--- src/rtl/fir_sched_pkg.sv ---
// Shared types, default coefficients and width helpers for the multi-channel FIR scheduler.
package fir_sched_pkg;

    typedef enum logic [1:0] {
        IDLE = 2'd0,
        MAC  = 2'd1,
        OUT  = 2'd2
    } state_e;

    localparam int DEFAULT_COEF [4] = '{1, 2, 3, 4};

    // Taps beyond the fourth continue the 1,2,3,... ramp.
    function automatic int default_coef(input int k);
        return (k < 4) ? DEFAULT_COEF[k[1:0]] : k + 1;
    endfunction

    function automatic int acc_w(input int dw, input int taps);
        return 2 * dw + $clog2(taps);
    endfunction

    function automatic int idx_w(input int n);
        return (n > 1) ? $clog2(n) : 1;
    endfunction

endpackage

--- src/rtl/fir_channel_scheduler_rr_arbiter.sv ---
// Round-robin arbiter: first requester at or after the pointer wins, wrapping around.
module rr_arbiter
    import fir_sched_pkg::*;
#(
    parameter int NCH = 4
) (
    input  logic [NCH-1:0]          req_i,
    input  logic [idx_w(NCH)-1:0]   ptr_i,
    output logic [NCH-1:0]          grant_o,
    output logic [idx_w(NCH)-1:0]   idx_o,
    output logic                    valid_o
);

    localparam int PW = idx_w(NCH);

    logic [PW-1:0] cand;
    logic          found;

    always_comb begin
        // NOTE: every combinational output gets a default first so no path leaves it unassigned (no latch).
        grant_o = '0;
        idx_o   = '0;
        found   = 1'b0;
        cand    = '0;
        for (int i = 0; i < NCH; i++) begin
            cand = ptr_i + PW'(i);
            if (!found && req_i[cand]) begin
                found          = 1'b1;
                idx_o          = cand;
                grant_o[cand]  = 1'b1;
            end
        end
        valid_o = found;
    end

endmodule

--- src/rtl/fir_channel_scheduler.sv ---
// One shared sequential MAC engine serving NCH channels, each with its own delay line.
module fir_channel_scheduler
    import fir_sched_pkg::*;
#(
    parameter int NCH  = 4,
    parameter int TAPS = 4,
    parameter int DW   = 8,
    parameter int OW   = 16
) (
    input  logic                    clk,
    input  logic                    rst,
    input  logic [NCH*DW-1:0]       in_data,
    input  logic [NCH-1:0]          in_valid,
    output logic [NCH-1:0]          in_ready,
    output logic [OW-1:0]           out_data,
    output logic [idx_w(NCH)-1:0]   out_ch,
    output logic                    out_valid,
    input  logic                    out_ready,
    input  logic                    cfg_we,
    input  logic [idx_w(TAPS)-1:0]  cfg_addr,
    input  logic [DW-1:0]           cfg_data,
    output logic                    cfg_busy
);

    localparam int PW    = idx_w(NCH);
    localparam int KW    = idx_w(TAPS);
    localparam int ACC_W = acc_w(DW, TAPS);

    state_e             state_q, state_d;
    logic [DW-1:0]      dl_q   [NCH][TAPS];
    logic [DW-1:0]      coef_q [TAPS];
    logic [ACC_W-1:0]   acc_q;
    logic [KW-1:0]      k_q;
    logic [PW-1:0]      g_q;
    logic [PW-1:0]      rr_q;
    logic               out_valid_q;
    logic [OW-1:0]      out_data_q;
    logic [PW-1:0]      out_ch_q;

    logic [NCH-1:0]     arb_grant;
    logic [PW-1:0]      arb_idx;
    logic               arb_any;
    logic               accept;
    logic [DW-1:0]      sample;
    logic [2*DW-1:0]    prod;
    logic [OW-1:0]      sat;

    rr_arbiter #(.NCH(NCH)) u_arb (
        .req_i   (in_valid),
        .ptr_i   (rr_q),
        .grant_o (arb_grant),
        .idx_o   (arb_idx),
        .valid_o (arb_any)
    );

    // A coefficient write in IDLE takes the cycle; arbitration waits.
    assign accept    = (state_q == IDLE) && !cfg_we && arb_any;
    assign in_ready  = accept ? arb_grant : '0;
    assign sample    = in_data[arb_idx*DW +: DW];
    assign prod      = coef_q[k_q] * dl_q[g_q][k_q];
    assign sat       = (|acc_q[ACC_W-1:OW]) ? '1 : acc_q[OW-1:0];
    assign cfg_busy  = (state_q != IDLE);
    assign out_valid = out_valid_q;
    assign out_data  = out_data_q;
    assign out_ch    = out_ch_q;

    always_comb begin
        state_d = state_q;
        case (state_q)
            IDLE:    if (accept) state_d = MAC;
            MAC:     if (k_q == KW'(TAPS - 1)) state_d = OUT;
            OUT:     if (out_valid_q && out_ready) state_d = IDLE;
            default: state_d = IDLE;
        endcase
    end

    // NOTE: sequential state uses non-blocking assignments only, so every register samples pre-edge values.
    always_ff @(posedge clk) begin
        if (rst) begin
            state_q     <= IDLE;
            acc_q       <= '0;
            k_q         <= '0;
            g_q         <= '0;
            rr_q        <= '0;
            out_valid_q <= 1'b0;
            out_data_q  <= '0;
            out_ch_q    <= '0;
            // NOTE: delay lines and coefficients are register arrays with a defined reset value, not RAM.
            for (int c = 0; c < NCH; c++) begin
                for (int k = 0; k < TAPS; k++) begin
                    dl_q[c][k] <= '0;
                end
            end
            for (int k = 0; k < TAPS; k++) begin
                coef_q[k] <= DW'(default_coef(k));
            end
        end else begin
            state_q <= state_d;
            case (state_q)
                IDLE: begin
                    if (cfg_we) begin
                        coef_q[cfg_addr] <= cfg_data;
                    end else if (accept) begin
                        for (int k = TAPS - 1; k > 0; k--) begin
                            dl_q[arb_idx][k] <= dl_q[arb_idx][k-1];
                        end
                        dl_q[arb_idx][0] <= sample;
                        acc_q <= '0;
                        k_q   <= '0;
                        g_q   <= arb_idx;
                        rr_q  <= arb_idx + 1'b1;
                    end
                end
                MAC: begin
                    acc_q <= acc_q + ACC_W'(prod);
                    k_q   <= k_q + 1'b1;
                end
                OUT: begin
                    // First OUT cycle registers the saturated result; it then holds until the sink takes it.
                    if (!out_valid_q) begin
                        out_valid_q <= 1'b1;
                        out_data_q  <= sat;
                        out_ch_q    <= g_q;
                    end else if (out_ready) begin
                        out_valid_q <= 1'b0;
                    end
                end
                default: ;
            endcase
        end
    end

endmodule
--- config.mk ---
export PLATFORM = sky130hd
export DESIGN_NAME = fir_channel_scheduler
export DESIGN_NICKNAME = d
export VERILOG_FILES = /design/src/rtl/fir_sched_pkg.sv /design/src/rtl/fir_channel_scheduler_rr_arbiter.sv /design/src/rtl/fir_channel_scheduler.sv
export SDC_FILE = /design/constraint.sdc
export NUM_CORES = 1
export LEC_CHECK = 0
export ABC_AREA = 1
export CAP_MARGIN = 20
export CORE_AREA = 2 2 223 225
export DETAILED_ROUTE_END_ITERATION = 16
export DIE_AREA = 0 0 225 227
export PLACE_DENSITY = 0.51
export SLEW_MARGIN = 20
export SYNTH_ARGS = -nofsm -noshare
export SYNTH_HDL_FRONTEND = slang
export SYNTH_SLANG_ARGS = --single-unit
--- constraint.sdc ---
create_clock -name clk -period 5.2 [get_ports clk]
set_clock_uncertainty 0.2 [all_clocks]
set_input_delay 0.78 -clock clk [delete_from_list [all_inputs] [get_ports clk]]
set_output_delay 0.78 -clock clk [all_outputs]
set_load 0.1 [all_outputs]
Word level (Yosys, flattened, before mapping)
Memory sizes are Yosys's and may differ from the RTL's. A register that Yosys moved wholly into a read port is not among the register bits.
Cells that the tools add are included.
- shift-type cells: 1
- $add $sub $neg: 6
- equal/unequal tests: 7
- bitwise logic cells: 6
- multipliers: 1
- reduce and logical (&&, ||, !) cells: 24
- mux-type cells: 66
- $lt $le $gt $ge: 9
- operators with widths (cell ; number):
    $mux 18 ; 2
    $pmux 18 s2 ; 1
    $mux 32 ; 1
    $reduce_or 32->1 ; 1
    $shiftx 32x6->8 ; 1
    $mux 2 ; 15
    $mux 1 ; 27
    $mux 8 ; 3
    $mux 4 ; 5
    $add 18x16->18 ; 1
    $bmux 8 s2 ; 1
    $mul 8x8->16 ; 1
    $mux 16 ; 1
    $lt 2x3->1 const B ; 4
    $or 4x4->4 ; 3
    $logic_and 1x1->1 ; 10
    $reduce_and 3->1 ; 3
    $bmux 1 s2 ; 4
    $demux 1 s2 ; 4
    $ge 2x1->1 const B ; 4
    $ne 2x2->1 const B ; 4
    $reduce_or 8->1 ; 1
    $add 2x1->2 const B ; 3
    $pmux 2 s3 ; 1
    12 further kinds ; 19
- output and inout bits: 24
- memory bits (writable): 160
- memories kept: 2
- input bits: 50
- bits in registers: 45
- logic and storage cells: 130
- memory list (name ; words ; width ; rd ports ; clocked after memory_dff ; wr ports ; line ; RTL):
    dl_q ; 4 ; 32 ; 2 ; 1 ; 4 ; fir_channel_scheduler.sv:30 ; logic [DW-1:0] dl_q [NCH][TAPS];
    coef_q ; 4 ; 8 ; 1 ; 1 ; 4 ; fir_channel_scheduler.sv:31 ; logic [DW-1:0] coef_q [TAPS];

Depth between registers and ports, before layout
- word-level depth: 20
- depth in mapped cells: 29
- depth with buffers taken out: 27

By module
From an unflattened synthesis, not the netlist that was laid out.
- cells, all modules: 1566
- area, all modules: 13291.5 µm²
- by module, submodules not included (module ; cells each ; sequential area each (µm²) ; times used ; area an instance (µm²)):
    fir_channel_scheduler ; 1492 ; 5785.5 ; 1 ; 12861.1
    rr_arbiter ; 74 ; 0.0 ; 1 ; 430.4

Worst setup path before layout
OpenSTA, ideal clock, no wires.
- path type: register to register
- start: reg with a tool-made name
- end: reg acc_q[16]
- clock period less this slack: 5134 ps
- arrival time: 4802 ps
- path slack: 66 ps
- cell stages (with the launch flop): 26
- data required time: 4868 ps
- path buffers: 3
- path through: dfxtp_1 > clkbuf_1 > buf_2 > buf_2 > mux2i_1 > o211ai_1 > nand3_1 > nand2_1 > inv_1 > nor2_1 > fa_1 > inv_1 > fa_1 > inv_1 > fa_1 > inv_1 > fa_1 > inv_1 > ha_1 > nand2_1 > o21ai_0 > nand3_1 > nand2_1 > nand2_1 > nand3_1 > a21oi_1
- RTL lines (what ; line ; RTL):
    end signal: assignment ; fir_channel_scheduler.sv:115 ; acc_q <= acc_q + ACC_W'(prod);
    end: declaration ; fir_channel_scheduler.sv:32 ; logic [ACC_W-1:0] acc_q;

==> metrics.txt <==
number of global-route vias before repair=between 10000 and 15000; GRT Total Usage=15.3%; clock buffer depth=3; R2R Path End=acc_q[15]; first-pass GRT wire length=61.9 mm; Row Count=81; min cycle time layout=5110 ps; synthesized area per cell=8.54 sq um; hold crit path type=reg -> reg; layout cells sized above 1=19.2%; Critical Path AT=roughly 5400 ps; most frequent cells in the layout=nand2_1 (318), a21oi_1 (221), inv_1 (178), edfxtp_1 (160), buf_4 (105); Max Cap Viol=0; min-delay src=out_data[6]; Starting Density=27.7%; total iterations of the first detailed-routing run=4; startpoint types=flip-flop; yosys warns=0; area grow syn2layout=26.6%; Sink Count=209; Hold Path Stages=2; port buffer count=73; clk root buf=clkbuf_16; post-synthesis sequential area ratio=between 40% and 50%; TritonCTS buffer count=26; WL/cell=16.8 microns; via/cell ratio=around 4.8; Netlist cell types=37; fin worst setup slack=88.1 ps; routability congestion estimate=between 0.8 and 0.9; clock slew at reported path FFs=70 ps; status=complete, no violations; CP Capture Type=flip-flop; number of I/O pins=74; CTS tree=built; hold endpoint=out_data[6]; Iter 0 DRT Violations=753; RSZ-0062 raised after global routing=true; initial antenna violation count=0; DP HPWL=26.1 mm; Max transition margin=32.8%; Register-to-Register Path Depth=25; cell mode on critical path=fa_1; CP Class=reg -> reg; Max Slew Vio Count=0; dominant synthesized flop cell=edfxtp_1; Worst Tran Pin Value=a little over 1000 ps; Die W=about 230 microns; post-route ant nets=0; Final Cycle Share=a little over nine tenths; ANT cells=0; #FFs+latches synth=209; Worst-Skew Late Latency=approximately 560 ps; Post-Route WL=39.7 mm; mapped cell area=around 13000 sq um; total number of vias=~11000; Die H=227 microns; DP Worst Slack=-258 ps; CP required=5440 ps; highest clock rate=~200 MHz; Nets=1874; crit path max fanout=12; post-synthesis async set-or-reset flop share=0%; r2r setup slk=90 ps; commonest non-fill, non-tap cell in the layout=nand2_1; core area=48500 sq um; htree depth=1; grt total ovfl=0; Mapped Nets=1725; Hold-fix buffers, CTS=0; die area=51100 sq um; DRC violations left=0; Mapped Cells=1573; final-report hold violation count=0; Slowest-stage cell, CP=fa_1; Post-synth EDFFs=160; Final setup viols=0; largest net degree at the start of global routing=65; CP max stage delay=540 ps
stage by stage:
| stage | instances | setup TNS, ps | hold WS, ps | instance area [sq um] | util, % |
|---|---|---|---|---|---|
| after detailed placement | 2284 | -1710 | 257 | 15300 | 31.4 |
| final | 2364 | 0 | 266 | 17000 | 35.0 |
| after floorplan | 1573 | 0 | 252 | 13400 | - |
| after global placement | 2284 | -1540 | 255 | 15300 | 31.4 |
| after global routing | 2364 | -614 | 286 | 17000 | 35.0 |
| after CTS | 2346 | -1.18 | 268 | 16300 | 33.6 |
metal layers:
metal | share of wire, % | global-route usage, % | vias up
li1 | - | - | 5561
met1 | 44 | 19.3 | 5460
met2 | 50 | 27.1 | 252
met3 | 4.1 | 1.99 | 65
met4 | 2.8 | 4.74 | 0
met5 | 0 | 0 | -
repair_timing:
item,in CTS,in global routing
pin swaps,15,78
resized for setup,26,152
gates cloned,0,4
endpoints found under the setup margin,11,11
setup buffers,14,15
final cells by class:
cell class / count / area (sq um)
clock buffers: 30 / 666
clock inverters: 18 / 175
fillers: 4927 / 31500
inverters: 205 / 783
multi-input cells: 1079 / 6910
flip-flops and latches: 209 / 5790
well taps: 622 / 778
repair buffers: 201 / 1910
sequential cells by signal (all words and copies together) (netlist names), named ones only:
register	cells
state_q	2
out_ch	2
g_q	2
dl_q	128
k_q	2
rr_q	2
coef_q	32
out_valid	1
out_data	16
acc_q	18
synth_stat cells, drive strengths merged (3+ instances only):
master	n	area share [%]
nand2	379	11
nand3	97	3.6
edfxtp	160	36
a32oi	8	0.52
a21oi	237	8.8
mux2i	32	2.4
or2	3	0.14
o211ai	32	1.8
o21ai	64	2.4
clkbuf	34	0.95
nor2	88	2.5
fa	50	7.5
buf	46	2.3
inv	203	5.7
nor3	3	0.11
dfxtp	49	7.3
o21bai	21	1.2
ha	52	4.8
kinds of logic (layout without fill, tap and decap cells):
kind of cell | after synthesis | count (layout) | share of synthesized area [%]
mux | 32 | 32 | 2.38
fa+ha+maj | 102 | 102 | 12.3
xor+xnor | 2 | 2 | 0.130
simple gates | 574 | 574 | 18.1
compound gates | 369 | 369 | 15.1
flops | 209 | 209 | 43.1
buf+inv | 285 | 454 | 9.01
worst max-delay path, delay by kind of cell, from the launching register on:
family / cells / cell delay, ps
AO/OA/AOI/OAI: 5 / 530
adder cells (fa/ha/maj): 5 / 2380
buffers and inverters: 8 / 770
flip-flops: 1 / 390
multiplexers: 1 / 190
AND/OR/NAND/NOR: 6 / 530
worst max path at each step:
| stage | start | end | slack [ps] | depth (start not counted) |
|---|---|---|---|---|
| 2_1_floorplan | flip-flop | acc_q[16] | 70 | 25 |
| 3_3_place_gp | flip-flop | acc_q[11] | -230 | 23 |
| 3_5_place_dp | flip-flop | acc_q[11] | -260 | 27 |
| 4_1_cts | flip-flop | acc_q[13] | -1 | 24 |
| 5_1_grt | flip-flop | acc_q[14] | -100 | 23 |
| 6_report | flip-flop | acc_q[15] | 90 | 25 |
Power is left out: the tool's default activity adds up to more than one toggle a clock period on the data nets, which glitch-free logic cannot reach.
